### src/rtl/sipo_ctrl_pkg.sv
// Shared types and default sizing for the serial-in/parallel-out receive controller.
package sipo_ctrl_pkg;

  localparam int SIPO_WIDTH_DEF = 32;
  localparam int SIPO_CNT_W_DEF = 6;

  typedef enum logic [1:0] {
    IDLE  = 2'd0,
    SHIFT = 2'd1,
    PAR   = 2'd2,
    DONE  = 2'd3
  } sipo_state_e;

endpackage

### src/rtl/sipo_rx_controller_if.sv
// Serial input side plus parallel valid/ready output side of the receive controller.
// The controller uses the slave modport; the serial source / consumer uses master.
interface sipo_rx_controller_if #(
  parameter int WIDTH = 32
);
  logic             serial_in;
  logic             bit_en;
  logic             frame_start;
  logic [WIDTH-1:0] word_out;
  logic             word_valid;
  logic             word_ready;
  logic             busy;
  logic             overrun;
  logic             parity_err;

  modport master (
    output serial_in, bit_en, frame_start, word_ready,
    input  word_out, word_valid, busy, overrun, parity_err
  );

  modport slave (
    input  serial_in, bit_en, frame_start, word_ready,
    output word_out, word_valid, busy, overrun, parity_err
  );
endinterface

### src/rtl/sipo_shift_core.sv
// Enable-gated left-shift register; new bits enter at bit 0 so the first bit ends up as MSB.
module sipo_shift_core #(
  parameter int WIDTH = 32
) (
  input  logic             clock,
  input  logic             reset,
  input  logic             clr,
  input  logic             en,
  input  logic             din,
  output logic [WIDTH-1:0] q
);

  logic [WIDTH-1:0] sr_q;
  logic [WIDTH-1:0] sr_d;

  // Next shift value: clear wins over shifting
  always_comb begin
    sr_d = sr_q;
    if (clr) begin
      sr_d = {WIDTH{1'b0}};
    end else if (en) begin
      sr_d = {sr_q[WIDTH-2:0], din};
    end else begin
      sr_d = sr_q;
    end
  end

  // Shift register storage
  always_ff @(posedge clock) begin
    if (reset) begin
      sr_q <= {WIDTH{1'b0}};
    end else begin
      sr_q <= sr_d;
    end
  end

  assign q = sr_q;

endmodule

### src/rtl/sipo_rx_controller.sv
// Frame sequencer, bit counter and one-word holding buffer for the SIPO receiver.
// Optional even-parity bit after the data is enabled by defining SIPO_PARITY_CHECK_EN.
module sipo_rx_controller
  import sipo_ctrl_pkg::*;
#(
  parameter int WIDTH = SIPO_WIDTH_DEF,
  parameter int CNT_W = SIPO_CNT_W_DEF
) (
  input logic                 clock,
  input logic                 reset,
  sipo_rx_controller_if.slave bus
);

  localparam logic [CNT_W-1:0] LAST_CNT = CNT_W'(WIDTH - 1);
  localparam logic [CNT_W-1:0] CNT_ONE  = {{(CNT_W-1){1'b0}}, 1'b1};

  sipo_state_e      state_q, state_d;
  logic [CNT_W-1:0] cnt_q, cnt_d;
  logic [WIDTH-1:0] word_q, word_d;
  logic             valid_q, valid_d;
  logic             busy_q, busy_d;
  logic             overrun_q, overrun_d;
  logic             sr_clr_s;
  logic             sr_en_s;
  logic [WIDTH-1:0] sr_s;
`ifdef SIPO_PARITY_CHECK_EN
  logic             par_q, par_d;
  logic             perr_q, perr_d;

  function automatic logic parity_mismatch(input logic [WIDTH-1:0] data, input logic par);
    return ^{data, par};
  endfunction
`endif

  sipo_shift_core #(.WIDTH(WIDTH)) u_shift (
    .clock (clock),
    .reset (reset),
    .clr   (sr_clr_s),
    .en    (sr_en_s),
    .din   (bus.serial_in),
    .q     (sr_s)
  );

  // Next-state, counter and holding-buffer logic
  always_comb begin
    state_d   = state_q;
    cnt_d     = cnt_q;
    word_d    = word_q;
    overrun_d = 1'b0;
    sr_clr_s  = 1'b0;
    sr_en_s   = 1'b0;
`ifdef SIPO_PARITY_CHECK_EN
    par_d     = par_q;
    perr_d    = perr_q;
`endif
    if (valid_q && bus.word_ready) begin
      valid_d = 1'b0;
    end else begin
      valid_d = valid_q;
    end

    case (state_q)
      IDLE: begin
        if (bus.frame_start) begin
          state_d  = SHIFT;
          cnt_d    = {CNT_W{1'b0}};
          sr_clr_s = 1'b1;
        end else begin
          state_d = IDLE;
        end
      end
      SHIFT: begin
        if (bus.frame_start) begin
          cnt_d    = {CNT_W{1'b0}};
          sr_clr_s = 1'b1;
        end else if (bus.bit_en) begin
          sr_en_s = 1'b1;
          cnt_d   = cnt_q + CNT_ONE;
          if (cnt_q == LAST_CNT) begin
`ifdef SIPO_PARITY_CHECK_EN
            state_d = PAR;
`else
            state_d = DONE;
`endif
          end else begin
            state_d = SHIFT;
          end
        end else begin
          state_d = SHIFT;
        end
      end
      PAR: begin
        if (bus.frame_start) begin
          state_d  = SHIFT;
          cnt_d    = {CNT_W{1'b0}};
          sr_clr_s = 1'b1;
        end else if (bus.bit_en) begin
`ifdef SIPO_PARITY_CHECK_EN
          par_d   = bus.serial_in;
`endif
          state_d = DONE;
        end else begin
          state_d = PAR;
        end
      end
      DONE: begin
        // A full buffer not being drained this cycle keeps the old word
        if (valid_q && !bus.word_ready) begin
          overrun_d = 1'b1;
        end else begin
          word_d  = sr_s;
          valid_d = 1'b1;
`ifdef SIPO_PARITY_CHECK_EN
          perr_d  = parity_mismatch(sr_s, par_q);
`endif
        end
        if (bus.frame_start) begin
          state_d  = SHIFT;
          cnt_d    = {CNT_W{1'b0}};
          sr_clr_s = 1'b1;
        end else begin
          state_d = IDLE;
        end
      end
      default: begin
        state_d = IDLE;
        cnt_d   = {CNT_W{1'b0}};
      end
    endcase

    busy_d = (state_d != IDLE);
  end

  // State and output registers
  always_ff @(posedge clock) begin
    if (reset) begin
      state_q   <= IDLE;
      cnt_q     <= {CNT_W{1'b0}};
      word_q    <= {WIDTH{1'b0}};
      valid_q   <= 1'b0;
      busy_q    <= 1'b0;
      overrun_q <= 1'b0;
`ifdef SIPO_PARITY_CHECK_EN
      par_q     <= 1'b0;
      perr_q    <= 1'b0;
`endif
    end else begin
      state_q   <= state_d;
      cnt_q     <= cnt_d;
      word_q    <= word_d;
      valid_q   <= valid_d;
      busy_q    <= busy_d;
      overrun_q <= overrun_d;
`ifdef SIPO_PARITY_CHECK_EN
      par_q     <= par_d;
      perr_q    <= perr_d;
`endif
    end
  end

  assign bus.word_out   = word_q;
  assign bus.word_valid = valid_q;
  assign bus.busy       = busy_q;
  assign bus.overrun    = overrun_q;
`ifdef SIPO_PARITY_CHECK_EN
  assign bus.parity_err = perr_q;
`else
  assign bus.parity_err = 1'b0;
`endif

endmodule

### src/flat_wrapper.sv
// flat-port wrapper written by rule: the top's interface ports become plain ports
module sipo_rx_controller_flat import sipo_ctrl_pkg::*;
#(
  parameter int WIDTH = SIPO_WIDTH_DEF,
  parameter int CNT_W = SIPO_CNT_W_DEF
)
  (clock, reset, bus_serial_in, bus_bit_en, bus_frame_start, bus_word_ready, bus_word_out, bus_word_valid, bus_busy, bus_overrun, bus_parity_err);
  sipo_rx_controller_if #(.WIDTH(WIDTH)) bus_i ();
  input logic clock;
  input logic reset;
  input wire logic [$bits(bus_i.serial_in)-1:0] bus_serial_in;
  input wire logic [$bits(bus_i.bit_en)-1:0] bus_bit_en;
  input wire logic [$bits(bus_i.frame_start)-1:0] bus_frame_start;
  input wire logic [$bits(bus_i.word_ready)-1:0] bus_word_ready;
  output wire logic [$bits(bus_i.word_out)-1:0] bus_word_out;
  output wire logic [$bits(bus_i.word_valid)-1:0] bus_word_valid;
  output wire logic [$bits(bus_i.busy)-1:0] bus_busy;
  output wire logic [$bits(bus_i.overrun)-1:0] bus_overrun;
  output wire logic [$bits(bus_i.parity_err)-1:0] bus_parity_err;
  assign bus_i.serial_in = bus_serial_in;
  assign bus_i.bit_en = bus_bit_en;
  assign bus_i.frame_start = bus_frame_start;
  assign bus_i.word_ready = bus_word_ready;
  assign bus_word_out = bus_i.word_out;
  assign bus_word_valid = bus_i.word_valid;
  assign bus_busy = bus_i.busy;
  assign bus_overrun = bus_i.overrun;
  assign bus_parity_err = bus_i.parity_err;
  sipo_rx_controller #(.WIDTH(WIDTH), .CNT_W(CNT_W)) u_core (.clock(clock), .reset(reset), .bus(bus_i));
endmodule
### config.mk
export PLATFORM = sky130hd
export DESIGN_NAME = sipo_rx_controller_flat
export DESIGN_NICKNAME = d
export VERILOG_FILES = /design/src/rtl/sipo_ctrl_pkg.sv /design/src/rtl/sipo_rx_controller_if.sv /design/src/rtl/sipo_shift_core.sv /design/src/rtl/sipo_rx_controller.sv /design/src/flat_wrapper.sv
export SDC_FILE = /design/constraint.sdc
export NUM_CORES = 1
export LEC_CHECK = 0
export CAP_MARGIN = 20
export CELL_PAD_IN_SITES_DETAIL_PLACEMENT = 1
export CELL_PAD_IN_SITES_GLOBAL_PLACEMENT = 1
export CORE_MARGIN = 8
export CORE_UTILIZATION = 43
export DETAILED_ROUTE_END_ITERATION = 10
export GPL_ROUTABILITY_DRIVEN = 0
export PLACE_DENSITY = 0.82
export REMOVE_ABC_BUFFERS = 1
export SYNTH_ARGS = -nofsm -noshare
export SYNTH_HDL_FRONTEND = slang
export SYNTH_SLANG_ARGS = --single-unit
### constraint.sdc
create_clock -name clock -period 5.05 [get_ports clock]
set_clock_uncertainty 0.15 [all_clocks]
set_input_delay 0.7575 -clock clock [delete_from_list [all_inputs] [get_ports clock]]
set_output_delay 0.7575 -clock clock [all_outputs]
set_load 0.005 [all_outputs]
==> metrics, run 1 <==
synth cell count leaders dfxtp_1, a21oi_1, nand2_1; worst path cell trace clkdlybuf4s50_1, buf_4, or2_2, nor2_1, mux2_2; die width 98.0 µm; outcome finished clean; vias in the first global route 2547; M1 GR Usage 17.4%; Slew Limit Fails 0; total negative slack 0 ns; Placeable Area 6640 µm²; Row Count 30; fin nets 388; initial core utilization 43.5%; post-CTS sizing 0; via count 2502; hold path cells 2; Synth-to-Final Area Change 21.3%; worst skew pair latency 0.34 ns; ant diodes 0; Hold Fails Final Rpt 0; largest net degree at the start of global routing 40; Die H 98.0 µm; CP Launch Type input port; final setup fails 0; top_reg_cell synth dfxtp_1; first-pass GRT wire length 11800 µm; Synthesis Warnings 0; I/O Buffers 40; DRT iter0 DRCs 97; adder-cell share of the synthesized area 2.16%; Post-Syn Area 2890 µm²; GR peak layer met2; hpwl dp 4320 µm; vias per cell 5.42; WP data required 5.13 ns; slowest cell on the critical path or2_2; global route total overflow 0; RSZ-0062 raised after global routing no; Final Util 52.8%; Routed Antenna Nets 0; Setup Crit Path Kind in -> reg; fmax 0.392 GHz; max_slew headroom 40.3%; CP Max Fanout 39; Post-Synthesis Cells 352; xor and xnor area share after synthesis 0%; Cell Pwr Density 315 nW/µm²; crit path time final 2.55 ns; DRC 0; grt met2 use 24.7%; initial antenna violation count 0; Post-synth EDFFs 0; CTS Buffer Depth 2; largest area contributor in the netlist dfxtp_1; fraction of registers with async set/reset 0%; crit path capture type flop; part of the cycle the worst path needs 50.5%; post-synthesis compound-gate area fraction 20.0%; Synth Area in Simple Gates 18.8%; max_cap viols 0; Synth area leaders dfxtp_1, a21oi_1, nand2_1; CP arrival 2.63 ns; Yosys top cell area share 51.9%; drt total wl 6970 µm; sequential element share of the synthesized area 51.9%; max incr delay on CP 0.68 ns; share of cells above drive strength 1 6.54%; final setup margin 2.50 ns; I/O pin count 42; Syn Area/Cell 8.21 µm²; post-CTS setup buffers 0; GRT met3 Usage 5.41%; wire per inst 15.1 µm; Die Outline Area 9600 µm²; worst slew pin tran 0.894 ns; largest family of logic cells by synthesized area compound AO/OA/AOI/OAI gates; peak supply drop 0.188 mV; dpl ws 2.12 ns; H-tree depth 3; Reg2Reg Depth 5; All-Layer GR Usage 15.0%; Lkg Pwr 1.10 nW; Hold Crit Class reg -> reg; TritonCTS buffer count 9; most frequent cell after synthesis dfxtp_1; synthesized flop and latch total 75; Yosys cell types 29; mux contribution to synthesized area 0.390%; Clock Pin Slew Worst Setup and Hold Paths 0.07 ns; Final Power 1.11 mW; CTS tree done; # hold bufs at CTS 0; first-pass detailed-route iteration total 4; clk root buf clkbuf_8; Sink Count 75
==> per-layer routing <==
layer / up-vias / part of all wire [%]
met1: 1200 / 46
met5: - / 0
li1: 1254 / -
met4: 0 / 1.3
met2: 40 / 48
met3: 8 / 5.0
==> report_power, final <==
group	internal (mW)	switching [mW]	total (mW)
combinational	0.0127	0.0260	0.0387
clock	0.255	0.217	0.472
sequential	0.593	0.00180	0.595
==> cell type report <==
class / count / area (µm²)
clock buffers: 12 / 155
fillers: 784 / 3140
repair buffers: 46 / 473
inverters: 7 / 26.3
flip-flops and latches: 75 / 1500
clock inverters: 4 / 48.8
well taps: 80 / 100
multi-input cells: 238 / 1200
==> metrics by stage <==
stage	instance area (µm²)	instances	hold WS (ns)
floorplan	2730	320	0.287
global placement	3260	444	0.300
detailed placement	3260	444	0.298
CTS	3460	460	0.309
global route	3510	462	0.333
finish	3510	462	0.307
==> layout by cell type (no fill, tap or decap), types with 2 or more instances in the layout <==
master           synthesis  final
a21oi_1                 71     71
a31oi_1                  2      2
buf_4                    2      4
clkbuf_8                 0     11
clkdlybuf4s50_1          0     40
clkinv_2                 0      2
dfxtp_1                 75     75
ha_1                     5      5
inv_1                    6      6
nand2_1                 65     65
nand3_1                 34     34
nand3b_1                 4      4
nor2_1                   3      3
o21ai_0                 34     34
o31ai_1                  3      3
or4_1                    4      4
==> flip-flops by register name (all words and copies together), names as in the netlist <==
signal	flops
u_core.bus.word_out	32
u_core.u_shift.q	32
u_core.cnt_q	6
u_core.state_q	2
u_core.bus.busy	1
u_core.bus.overrun	1
u_core.bus.word_valid	1
==> cells by family (layout without fill, tap and decap cells) <==
kind of cell	count (synthesis)	count (layout)
adder cells (fa/ha/maj)	5	5
flip-flops	75	75
other	1	1
AND/OR/NAND/NOR	119	119
AO/OA/AOI/OAI	112	112
buffers and inverters	39	69
multiplexers	1	1
==> worst paths after layout <==
kind / end / start / slack (ns)
max: u_core.cnt_q[5] / reset / 2.50
min reg2reg: u_core.u_shift.q[31] / u_core.u_shift.q[31] / 0.31
min: u_core.u_shift.q[31] / u_core.u_shift.q[31] / 0.31
max reg2reg: u_core.bus.word_out[14] / u_core.state_q[0] / 2.90
==> critical path, delay by kind of cell <==
family                 cells  cell delay [ns]
buffers and inverters      2             0.80
and+or+nand+nor            2             0.77
muxes                      1             0.28
Note: power is estimated with default switching activity, not from simulation.
==> run 2: changes to the inputs <==
Settings changed: CORE_UTILIZATION 43 to 36, PLACE_DENSITY 0.82 to 0.73.
Clock period 5.05 ns to 2.25 ns, I/O delays scaled along.
==> run 2 against run 1 <==
Effect of this change:
- global-route usage shrank 2.3 points
- design area grew 2.0%
- utilization shrank 6.7 points
- clock-buffer cell count is the same
- critical path depth is the same
- combinational power grew 130%
- final cell count grew 5.4%
- via count grew 0.16%
- worst hold slack gained 0.015 ns
==> metrics, run 2 (same netlist as run 1, synthesis figures left out) <==
outcome finished clean; hpwl dp 4480 µm (+3.6%); TritonCTS buffer count 9 (unchanged); max_cap viols 0 (unchanged); # hold bufs at CTS 0 (unchanged); worst skew pair latency 0.34 ns (about the same); most common cell after layout, fill and taps aside dfxtp_1; CP Max Fanout 11 (-72%); initial core utilization 37.2% (-6.3 points); max_slew headroom 60.0% (+20 points); WP data required 2.34 ns (-2.79 ns); drt total wl 6810 µm (-2.3%); Die H 106 µm (+7.8%); via count 2506 (+0.16%); hold_sp u_core.u_shift.q[31]; peak supply drop 0.286 mV (+52%); initial antenna violation count 0 (unchanged); vias per cell 5.15 (-5.0%); DRT iter0 DRCs 53 (-45%); Net Sw Frac 21.5% (-0.68 points); worst slew pin tran 0.599 ns (-0.295 ns); Comb pwr share 3.6% (about the same); CTS tree done; H-tree depth 3 (unchanged); DRC 0 (unchanged); end of the worst hold path u_core.u_shift.q[31]; CP arrival 1.94 ns (-0.69 ns); Reg2Reg Capture Point u_core.cnt_q[5]; Slew Limit Fails 0 (unchanged); first-pass GRT wire length 11700 µm (-1.3%); hold_ws 0.321 ns (+0.0146 ns); Reg2Reg Depth 5 (unchanged); Net Switching 537 µW (+120%); wire per inst 14.0 µm (-7.3%); Routed Antenna Nets 0 (unchanged); die width 106 µm (+7.8%); ant diodes 0 (unchanged); post-CTS sizing 0 (unchanged); global route total overflow 0 (unchanged); crit path capture type flop; Reg power frac 53.4% (-0.4 points); Sink Count 75 (unchanged); Final Util 46.0% (-6.7 points); I/O Buffers 40 (unchanged); fin nets 391 (+0.77%); Synth-to-Final Area Change 23.7%; post-CTS setup buffers 0 (unchanged); Cell Pwr Density 699 nW/µm² (+120%); final setup fails 0 (unchanged); r2r startpoint u_core.state_q[1]; crit path time final 1.86 ns; share of cells above drive strength 1 7.53% (+0.99 points); part of the cycle the worst path needs 82.4%; I/O pin count 42 (unchanged); Die Outline Area 11200 µm² (+16%); Cell Int Power 1.96 mW (+130%); Hold Fails Final Rpt 0 (unchanged); Clock Pin Slew Worst Setup and Hold Paths 0.07 ns (about the same); Placeable Area 7770 µm² (+17%); most frequent cells in the layout dfxtp_1, a21oi_1, nand2_1; fmax 0.539 GHz; first-pass detailed-route iteration total 4 (unchanged); CP Launch Type flop; Row Count 32 (+6.7%); vias in the first global route 2508 (-1.5%); RSZ-0062 raised after global routing no; CTS Buffer Depth 2 (unchanged); Hold Crit Class reg -> reg; Worst Setup SP u_core.state_q[1]; clock power share 43.0% (+0.3 points); clk root buf clkbuf_8; R2R Setup Slk 0.39 ns (-2.51 ns); hold path cells 2 (unchanged); Setup Crit Path Kind reg -> reg; All-Layer GR Usage 12.7% (-2.3 points); largest net degree at the start of global routing 38 (-5.0%); Lkg Pwr 1.12 nW (+2.1%); total negative slack 0 ns (unchanged)
## run 2: changes by cell type in the layout (fill, tap and decap cells not counted)
| cell | change |
|---|---|
| buf_16 | -1 |
| clkbuf_1 | -1 |
| clkinv_4 | -1 |
| buf_4 | +2 |
| buf_8 | -1 |
| buf_12 | +3 |
| clkinvlp_4 | +1 |
| clkbuf_8 | +1 |
## run 2: critical path, cell delays in order (launching register included)
cell	delay, ns
dfxtp_1	0.39
inv_1	0.08
ha_1	0.21
nor2b_1	0.23
nor4_1	0.33
mux2_2	0.36
## run 2: power groups by stage
| stage | Clock (mW) | Sequential [mW] | Combinational [mW] |
|---|---|---|---|
| after floorplan | 0 | 1.37 | 0.0398 |
| after global placement | 0 | 1.37 | 0.0916 |
| after detailed placement | 0 | 1.37 | 0.0933 |
| after CTS | 1.11 | 1.33 | 0.0933 |
| after global routing | 1.18 | 1.34 | 0.101 |
| final | 1.07 | 1.34 | 0.0908 |
## run 2: layout make-up
| type | count | area, µm² |
|---|---|---|
| multi-input cells | 238 | 1200 |
| clock buffers | 12 | 165 |
| clock inverters | 4 | 47.5 |
| repair buffers | 49 | 505 |
| fillers | 952 | 4190 |
| inverters | 7 | 26.3 |
| flip-flops and latches | 75 | 1500 |
| well taps | 102 | 128 |
## run 2: how the worst max path moves through the flow
stage               depth (start not counted)                endpoint  slack [ns]
floorplan                                   4  u_core.bus.word_out[0]        0.13
global placement                            4         u_core.cnt_q[5]        0.30
detailed placement                          4         u_core.cnt_q[5]        0.24
CTS                                         5         u_core.cnt_q[5]        0.39
global route                                5         u_core.cnt_q[5]        0.25
finish                                      5         u_core.cnt_q[5]        0.39
## run 2: stage by stage
stage               power (mW)  setup slack (ns)  instances  area (µm²)
floorplan                 1.41             0.129        320        2730
global placement          1.46             0.303        471        3360
detailed placement        1.46             0.244        471        3360
CTS                       2.54             0.387        487        3580
global route              2.61             0.252        487        3580
finish                    2.50             0.395        487        3580
## run 2: metal layers
metal | up-vias | share of wire [%] | global-route usage, %
met5 | - | 0 | 0
met4 | 0 | 1.5 | 5.43
li1 | 1252 | - | -
met1 | 1212 | 47 | 14.5
met2 | 33 | 48 | 21.3
met3 | 9 | 4.3 | 4.20
